[src/rtl/adder_32bit.sv]
// 32-bit two-level carry-lookahead adder with registered SUM/Overflow.
// Define ADDER32_COUT_EN to expose the registered unsigned carry-out COUT.
module adder_32bit (
    input  logic        clk,
    input  logic        rst_n,
    input  logic [31:0] A,
    input  logic [31:0] B,
    input  logic        C0,
    output logic [31:0] SUM,
    output logic        Overflow
`ifdef ADDER32_COUT_EN
    ,
    output logic        COUT
`endif
);

    logic [31:0] g;
    logic [31:0] p;
    logic [31:0] c;
    logic [7:0]  grp_g;
    logic [7:0]  grp_p;
    logic [8:0]  grp_c;

    logic [31:0] sum_d;
    logic [31:0] sum_q;
    logic        ovf_d;
    logic        ovf_q;
    logic        c32;

    always_comb begin
        g     = A & B;
        p     = A ^ B;
        grp_g = '0;
        grp_p = '0;
        for (int k = 0; k < 8; k++) begin
            grp_g[k] = g[4*k+3]
                     | (p[4*k+3] & g[4*k+2])
                     | (p[4*k+3] & p[4*k+2] & g[4*k+1])
                     | (p[4*k+3] & p[4*k+2] & p[4*k+1] & g[4*k]);
            grp_p[k] = &p[4*k +: 4];
        end
    end

    // Each group carry is a flat sum of products over G/P, not a chain.
    always_comb begin
        logic pp;
        logic term;
        pp       = 1'b1;
        term     = 1'b0;
        grp_c    = '0;
        grp_c[0] = C0;
        for (int k = 1; k <= 8; k++) begin
            pp   = 1'b1;
            term = 1'b0;
            for (int j = k - 1; j >= 0; j--) begin
                term = term | (grp_g[j] & pp);
                pp   = pp & grp_p[j];
            end
            grp_c[k] = term | (C0 & pp);
        end
    end

    always_comb begin
        logic ci;
        ci = 1'b0;
        c  = '0;
        for (int k = 0; k < 8; k++) begin
            ci         = grp_c[k];
            c[4*k]     = ci;
            c[4*k+1]   = g[4*k] | (p[4*k] & ci);
            c[4*k+2]   = g[4*k+1]
                       | (p[4*k+1] & g[4*k])
                       | (p[4*k+1] & p[4*k] & ci);
            c[4*k+3]   = g[4*k+2]
                       | (p[4*k+2] & g[4*k+1])
                       | (p[4*k+2] & p[4*k+1] & g[4*k])
                       | (p[4*k+2] & p[4*k+1] & p[4*k] & ci);
        end
        c32   = grp_c[8];
        sum_d = p ^ c;
        ovf_d = c[31] ^ c32;
    end

    always_ff @(posedge clk) begin
        if (!rst_n) begin
            sum_q <= '0;
            ovf_q <= 1'b0;
        end else begin
            sum_q <= sum_d;
            ovf_q <= ovf_d;
        end
    end

    assign SUM      = sum_q;
    assign Overflow = ovf_q;

`ifdef ADDER32_COUT_EN
    logic cout_d;
    logic cout_q;

    always_comb begin
        cout_d = c32;
    end

    always_ff @(posedge clk) begin
        if (!rst_n) begin
            cout_q <= 1'b0;
        end else begin
            cout_q <= cout_d;
        end
    end

    assign COUT = cout_q;
`endif

endmodule

[config.mk]
export PLATFORM = sky130hd
export DESIGN_NAME = adder_32bit
export DESIGN_NICKNAME = d
export VERILOG_FILES = /design/src/rtl/adder_32bit.sv
export SDC_FILE = /design/constraint.sdc
export NUM_CORES = 1
export LEC_CHECK = 0
export CAP_MARGIN = 25
export CORE_UTILIZATION = 30
export DETAILED_ROUTE_END_ITERATION = 10
export SETUP_SLACK_MARGIN = 0.05
export SYNTH_ARGS = -nofsm -noshare
export SYNTH_HDL_FRONTEND = slang
export SYNTH_SLANG_ARGS = --single-unit
[constraint.sdc]
create_clock -name clk -period 2.54 [get_ports clk]
set_input_delay 0.381 -clock clk [delete_from_list [all_inputs] [get_ports clk]]
set_output_delay 0.381 -clock clk [all_outputs]
set_load 0.01 [all_outputs]
**Yosys cells after proc, flatten, opt, wreduce, memory -nomap -nowiden**

Cells that the tools add are included.

- Bitwise operators: 288
- Reductions and logical operators: 8

Operator list:

| operator | count |
|---|---|
| $and A1 B1 Y1 | 176 |
| $or A1 B1 Y1 | 108 |
| $xor A32 B32 Y32 | 2 |
| $and A32 B32 Y32 | 1 |
| $reduce_and A4 Y1 | 8 |
| $xor A1 B1 Y1 | 1 |

- Register bits: 33
- Input port bits: 67
- Output and inout bits: 33
- Logic and storage cells: 298

**Logic depth before layout (Yosys ltp)**

- Depth in word-level cells: 16
- Gate-level depth with buffers: 10
- Gate-level depth less buffers: 10

**Least setup slack after synthesis**

OpenSTA, ideal clock, no wires.

- Kind: input -> register
- Start point: input A[5]
- End point: register sum_q[29], in the netlist SUM[29]
- Setup time: 0.128 ns
- Arrival time: 2.607 ns
- Data required time: 2.412 ns
- Setup slack: -0.194 ns
- Stages on the path: 10
- Path buffers: 0
- Cells stage by stage: ha_1 -> a21o_1 -> a221oi_2 -> o21a_4 -> a211oi_2 -> or2_1 -> a221o_2 -> fa_1 -> xnor2_1 -> nor2_1

- Word-level cells in the longest chain between the ends: 11
- Elaborated cells on any way between the ends: 19
- Classes of those cells: bitwise (18); reduce/logical (1)

RTL lines:

| item | RTL line | text |
|---|---|---|
| from (decl) | 6 | `input logic [31:0] A,` |
| $and A32 B32 Y32 / $xor A32 B32 Y32 (equally long branches) | 31, 32 |  |
| $and A1 B1 Y1, on equally long branches | 38, 39 |  |
| $or A1 B1 Y1 / $and A1 B1 Y1 (equally long branches) | 38, 39 |  |
| $or A1 B1 Y1 | 39 | `\| (p[4*k+3] & p[4*k+2] & p[4*k+1] & g[4*k]);` |
| $and A1 B1 Y1 | 56 | `term = term \| (grp_g[j] & pp);` |
| $or A1 B1 Y1 (2 in series) | 56 |  |
| $or A1 B1 Y1 (*) | 59 | `grp_c[k] = term \| (C0 & pp);` |
| $and A1 B1 Y1 (*) | 70 | `c[4*k+1] = g[4*k] \| (p[4*k] & ci);` |
| $or A1 B1 Y1 (*) | 70 |  |
| $xor A32 B32 Y32 (*) | 80 | `sum_d = p ^ c;` |
| to (signal assigned) | 89 | `sum_q <= sum_d;` |
| to (decl) | 25 | `logic [31:0] sum_q;` |

Mark *: on every way between the ends. The rest lies on a longest branch, timed or not.
A chain may end at the register's enable or synchronous reset.

**Worst setup path in the final report**

- Start point: input B[10]
- End point: register sum_q[29], in the netlist SUM[29]

- Word-level cells in the longest chain between the ends: 13
- Elaborated cells on any way between the ends: 25
- Classes of those cells: bitwise (24); reduce/logical (1)

RTL lines:

| item | RTL line | text |
|---|---|---|
| from (decl) | 7 | `input logic [31:0] B,` |
| $and A32 B32 Y32 / $xor A32 B32 Y32 (equally long branches) | 31, 32 |  |
| $and A1 B1 Y1, on equally long branches | 37, 38, 39 |  |
| $or A1 B1 Y1 (tied with other cells) | 37 | `\| (p[4*k+3] & g[4*k+2])` |
| $or A1 B1 Y1 / $and A1 B1 Y1 (equally long branches) | 38, 39 |  |
| $or A1 B1 Y1 | 39 |  |
| $and A1 B1 Y1 | 56 |  |
| $or A1 B1 Y1 (3 in series) | 56 |  |
| $or A1 B1 Y1 (*) | 59 |  |
| $and A1 B1 Y1 (*) | 70 |  |
| $or A1 B1 Y1 (*) | 70 |  |
| $xor A32 B32 Y32 (*) | 80 |  |

Marks and branches as above.

==> run_results.csv <==
group,metric,value,unit
status,status,"completed",
logic_synthesis,synth_warnings,0,
detailed_routing,wire_per_inst,12.8,µm
power,p_sw,566,µW
clock_network,clkTransAtPathRegs,0.07,ns
min_path,hp-class,"in -> reg",
sta,setup_viol,0,
floorplan,die_area,7610,µm²
power,power_density,451,nW/µm²
worst_setup_path,cp_data_required_time,2.69,ns
power,ir_worst_vdd,0.000210,V
detailed_routing,drtPass1Iterations,4,
cells_and_area,fillers,602,
logic_synthesis,synth_compound_area_frac,0.209,
global_route,grt_usage,0.171,
sta,drv_slew,0,
worst_setup_path,criticalPathCategory,"in -> reg",
detailed_routing,ant_nets,0,
sta,period_share,0.964,
logic_synthesis,ys_types,43,
power,clkPwrFrac,0.224,
logic_synthesis,synth_top_area_frac,0.303,
floorplan,core_area,6910,µm²
flow_run,maxCapViolCount,0,
clock_network,cts_tree,"yes",
detailed_routing,routed_via_density,4.63,
global_route,grt_pass1_wl,10.2,mm
detailed_routing,via_count,2320,
cells_and_area,area_growth,95.6,%
worst_setup_path,end_kind,"register",
global_route,grt_overflow,0,
worst_setup_path,startpoint_type,"input pin",
logic_synthesis,yosysSeqAreaShare,0.303,
logic_synthesis,synth_top_family_by_area,"adder cells",
floorplan,die_width,87.2,µm
power,p_seq_frac,0.315,
logic_synthesis,syn_area_per_cell,9.68,µm²
cells_and_area,multi_input_area,1920,µm²
place,io_buffers,99,
logic_synthesis,synthTopCellsByArea,"dfxtp_1 (30%), ha_1 (18%), fa_1 (7.4%), nor2_1 (4.5%), xnor2_1 (4.0%)",
floorplan,rows,30,
worst_setup_path,crit_fanout,3,
worst_setup_path,cp.arrival,2.60,ns
detailed_routing,drc,0,
clock_network,clk_path_buf_depth,2,
global_route,first_global_vias,2270,
sta,tightest_slew,0.581,ns
global_route,grt_antenna_before_repair,0,
cells_and_area,regArea,661,µm²
sta,rsz0062_at_grt,"yes",
cells_and_area,final_util,0.617,
clock_network,cts_buffers,5,
global_route,groute.layer.met2.usage,0.306,
cells_and_area,n_antenna_cell,0,
floorplan,initial_utilization,0.315,
floorplan,die_h,87.2,µm
place,hpwl,4.74,mm
clock_network,htree_num_levels,2,
logic_synthesis,syn-num-nets,332,
logic_synthesis,syn_area,2180,µm²
global_route,top_usage_layer,"met2",
worst_setup_path,path_cells,"dlygate4sd2_1 -> ha_4 -> nand2_4 -> nor2_4 -> a211oi_4 -> a211oi_4 -> or2_1 -> a221o_2 -> fa_2 -> xnor2_2 -> nor2_1",
logic_synthesis,ys_seq_elements,33,
worst_setup_path,path_depth,11,
worst_setup_path,worst_path_dominant_cell_family,"compound AO/OA/AOI/OAI gates",
global_route,globalRouteMet1Util,0.202,
sta,slew_headroom,0.612,
cells_and_area,fin_nets,511,
logic_synthesis,synth_top_area_cell,"dfxtp_1",
clock_network,cts.sinks,33,
clock_network,clock-root-buffer,"clkbuf_8",
sta,hold-worst-slack,0.528,ns
sta,layout_min_cycle_time,2.45,ns
logic_synthesis,synthSimpleGateAreaFrac,0.142,
detailed_routing,routed_wl,6.43,mm
sta,timing.fmax,408,MHz
power,pwr-share-comb,0.461,
detailed_routing,drtIter0Drc,39,
logic_synthesis,syn-instance-count,225,
logic_synthesis,synth_xor_area_frac,0.0643,
worst_setup_path,slowest_stage,"a221o_2",
sta,finalHoldViolations,0,
cells_and_area,layout-drive-gt1-share,0.410,
floorplan,io_pins,100,
clock_network,holdBufCountCts,0,
logic_synthesis,synth_mux_area_frac,0.00919,
worst_setup_path,critPathMostFrequentCell,"a211oi_4",
logic_synthesis,synth_fa_ha_area_frac,0.257,
power,leakage,0.00185,µW
power,p_int,1360,µW
min_path,whs_path_depth,3,
place,gp_congestion,0.841,
worst_setup_path,critPathBufInv,1,
worst_setup_path,slowest_delay,0.37,ns
global_route,grt_use_met3,0.0379,
global_route,grt_max_degree,16,
power,swShare,0.295,
-- synthesized netlist by cell type --
cell and instances:
a2111oi_1 1, fa_1 8, nand2_1 11, nor3b_1 1
a311oi_1 1, nor2b_1 1, a21o_1 9, ha_1 32
mux2i_1 2, o21ai_0 10, nand2b_1 2, or3_1 2
a31oi_1 1, clkbuf_1 1, or2_1 1, a211oi_1 3
nor3_1 7, xor2_1 6, nand3_1 1, o211ai_1 2
a21o_2 1, o2111ai_1 1, o311a_1 1, and3_2 1
nor2_1 26, a211oi_4 2, xnor2_1 10, and2_1 8
inv_1 6, dfxtp_1 33, a221o_2 1, o41ai_1 1
and4_1 1, o21a_4 1, a21oi_1 12, a211oi_2 1
o21a_1 8, a221oi_2 1, o21bai_1 1, a21boi_0 1
nand4_1 3, buf_1 2, a31o_2 1
-- what timing repair did --
item	in CTS	in global routing
buffers inserted	19	7
gates resized for setup	121	54
pin swaps	48	39
hold endpoints to repair	0	0
endpoints found under the setup margin	15	12
gates cloned	0	0
-- registers in the layout (all words and copies together), names as in the netlist --
signal,cells
SUM,32
Overflow,1
-- layer usage --
metal	up-vias	part of all wire
met4	0	0.021
met3	14	0.049
met1	1075	0.43
met5	-	0
li1	1164	-
met2	67	0.50
-- placed cells by master (no fill, tap or decap), types with 5 or more instances in the layout --
master | netlist | layout
a21o_1 | 9 | 9
a21oi_1 | 12 | 6
a21oi_2 | 0 | 5
and2_1 | 8 | 7
buf_2 | 0 | 9
buf_4 | 0 | 72
clkbuf_2 | 0 | 15
clkbuf_8 | 0 | 7
clkdlybuf4s15_1 | 0 | 11
clkdlybuf4s50_1 | 0 | 50
dfxtp_1 | 33 | 33
dlygate4sd2_1 | 0 | 14
fa_1 | 8 | 7
ha_1 | 32 | 8
ha_4 | 0 | 24
inv_1 | 6 | 6
nand2_1 | 11 | 9
nor2_1 | 26 | 24
nor3_1 | 7 | 6
o21a_1 | 8 | 8
xnor2_1 | 10 | 9
xor2_1 | 6 | 6
-- power by group through the flow --
stage	clock, µW	combinational, µW	sequential [µW]
final	430	887	605
after global routing	473	965	611
after CTS	448	839	605
after detailed placement	0	764	617
after global placement	0	754	616
after floorplan	0	315	653
-- metrics by stage --
stage | total power [µW] | TNS [ns] | setup WS [ns] | instances | cell area (µm²)
global route | 2050 | 0 | 0.0222 | 501 | 4260
CTS | 1890 | 0 | 0.0455 | 494 | 4170
global placement | 1370 | -6.97 | -0.529 | 467 | 3730
floorplan | 969 | -0.0339 | -0.0272 | 225 | 2260
detailed placement | 1380 | -7.60 | -0.581 | 467 | 3730
finish | 1920 | 0 | 0.0906 | 501 | 4260
-- cells by family (layout without fill, tap and decap cells) --
kind of cell / after synthesis / count (layout)
fa+ha+maj: 40 / 40
simple gates: 65 / 65
compound gates: 60 / 60
xor+xnor: 16 / 16
mux: 2 / 2
buf+inv: 9 / 189
flops: 33 / 33
-- area by class of cell --
cell class,count,share of cell area
Clock buffer,7,0.0226
Multi-Input combinational cell,183,0.450
Sequential cell,33,0.155
Timing Repair Buffer,175,0.338
Tap cell,96,0.0282
Inverter,6,0.00528
Clock inverter,1,0.00117
-- final timing paths --
check | to | startpoint | slack (ns)
worst max-delay path | SUM[29] | B[10] | 0.09
worst min-delay path | SUM[4] | B[4] | 0.53
(Power assumes the default switching activity.)
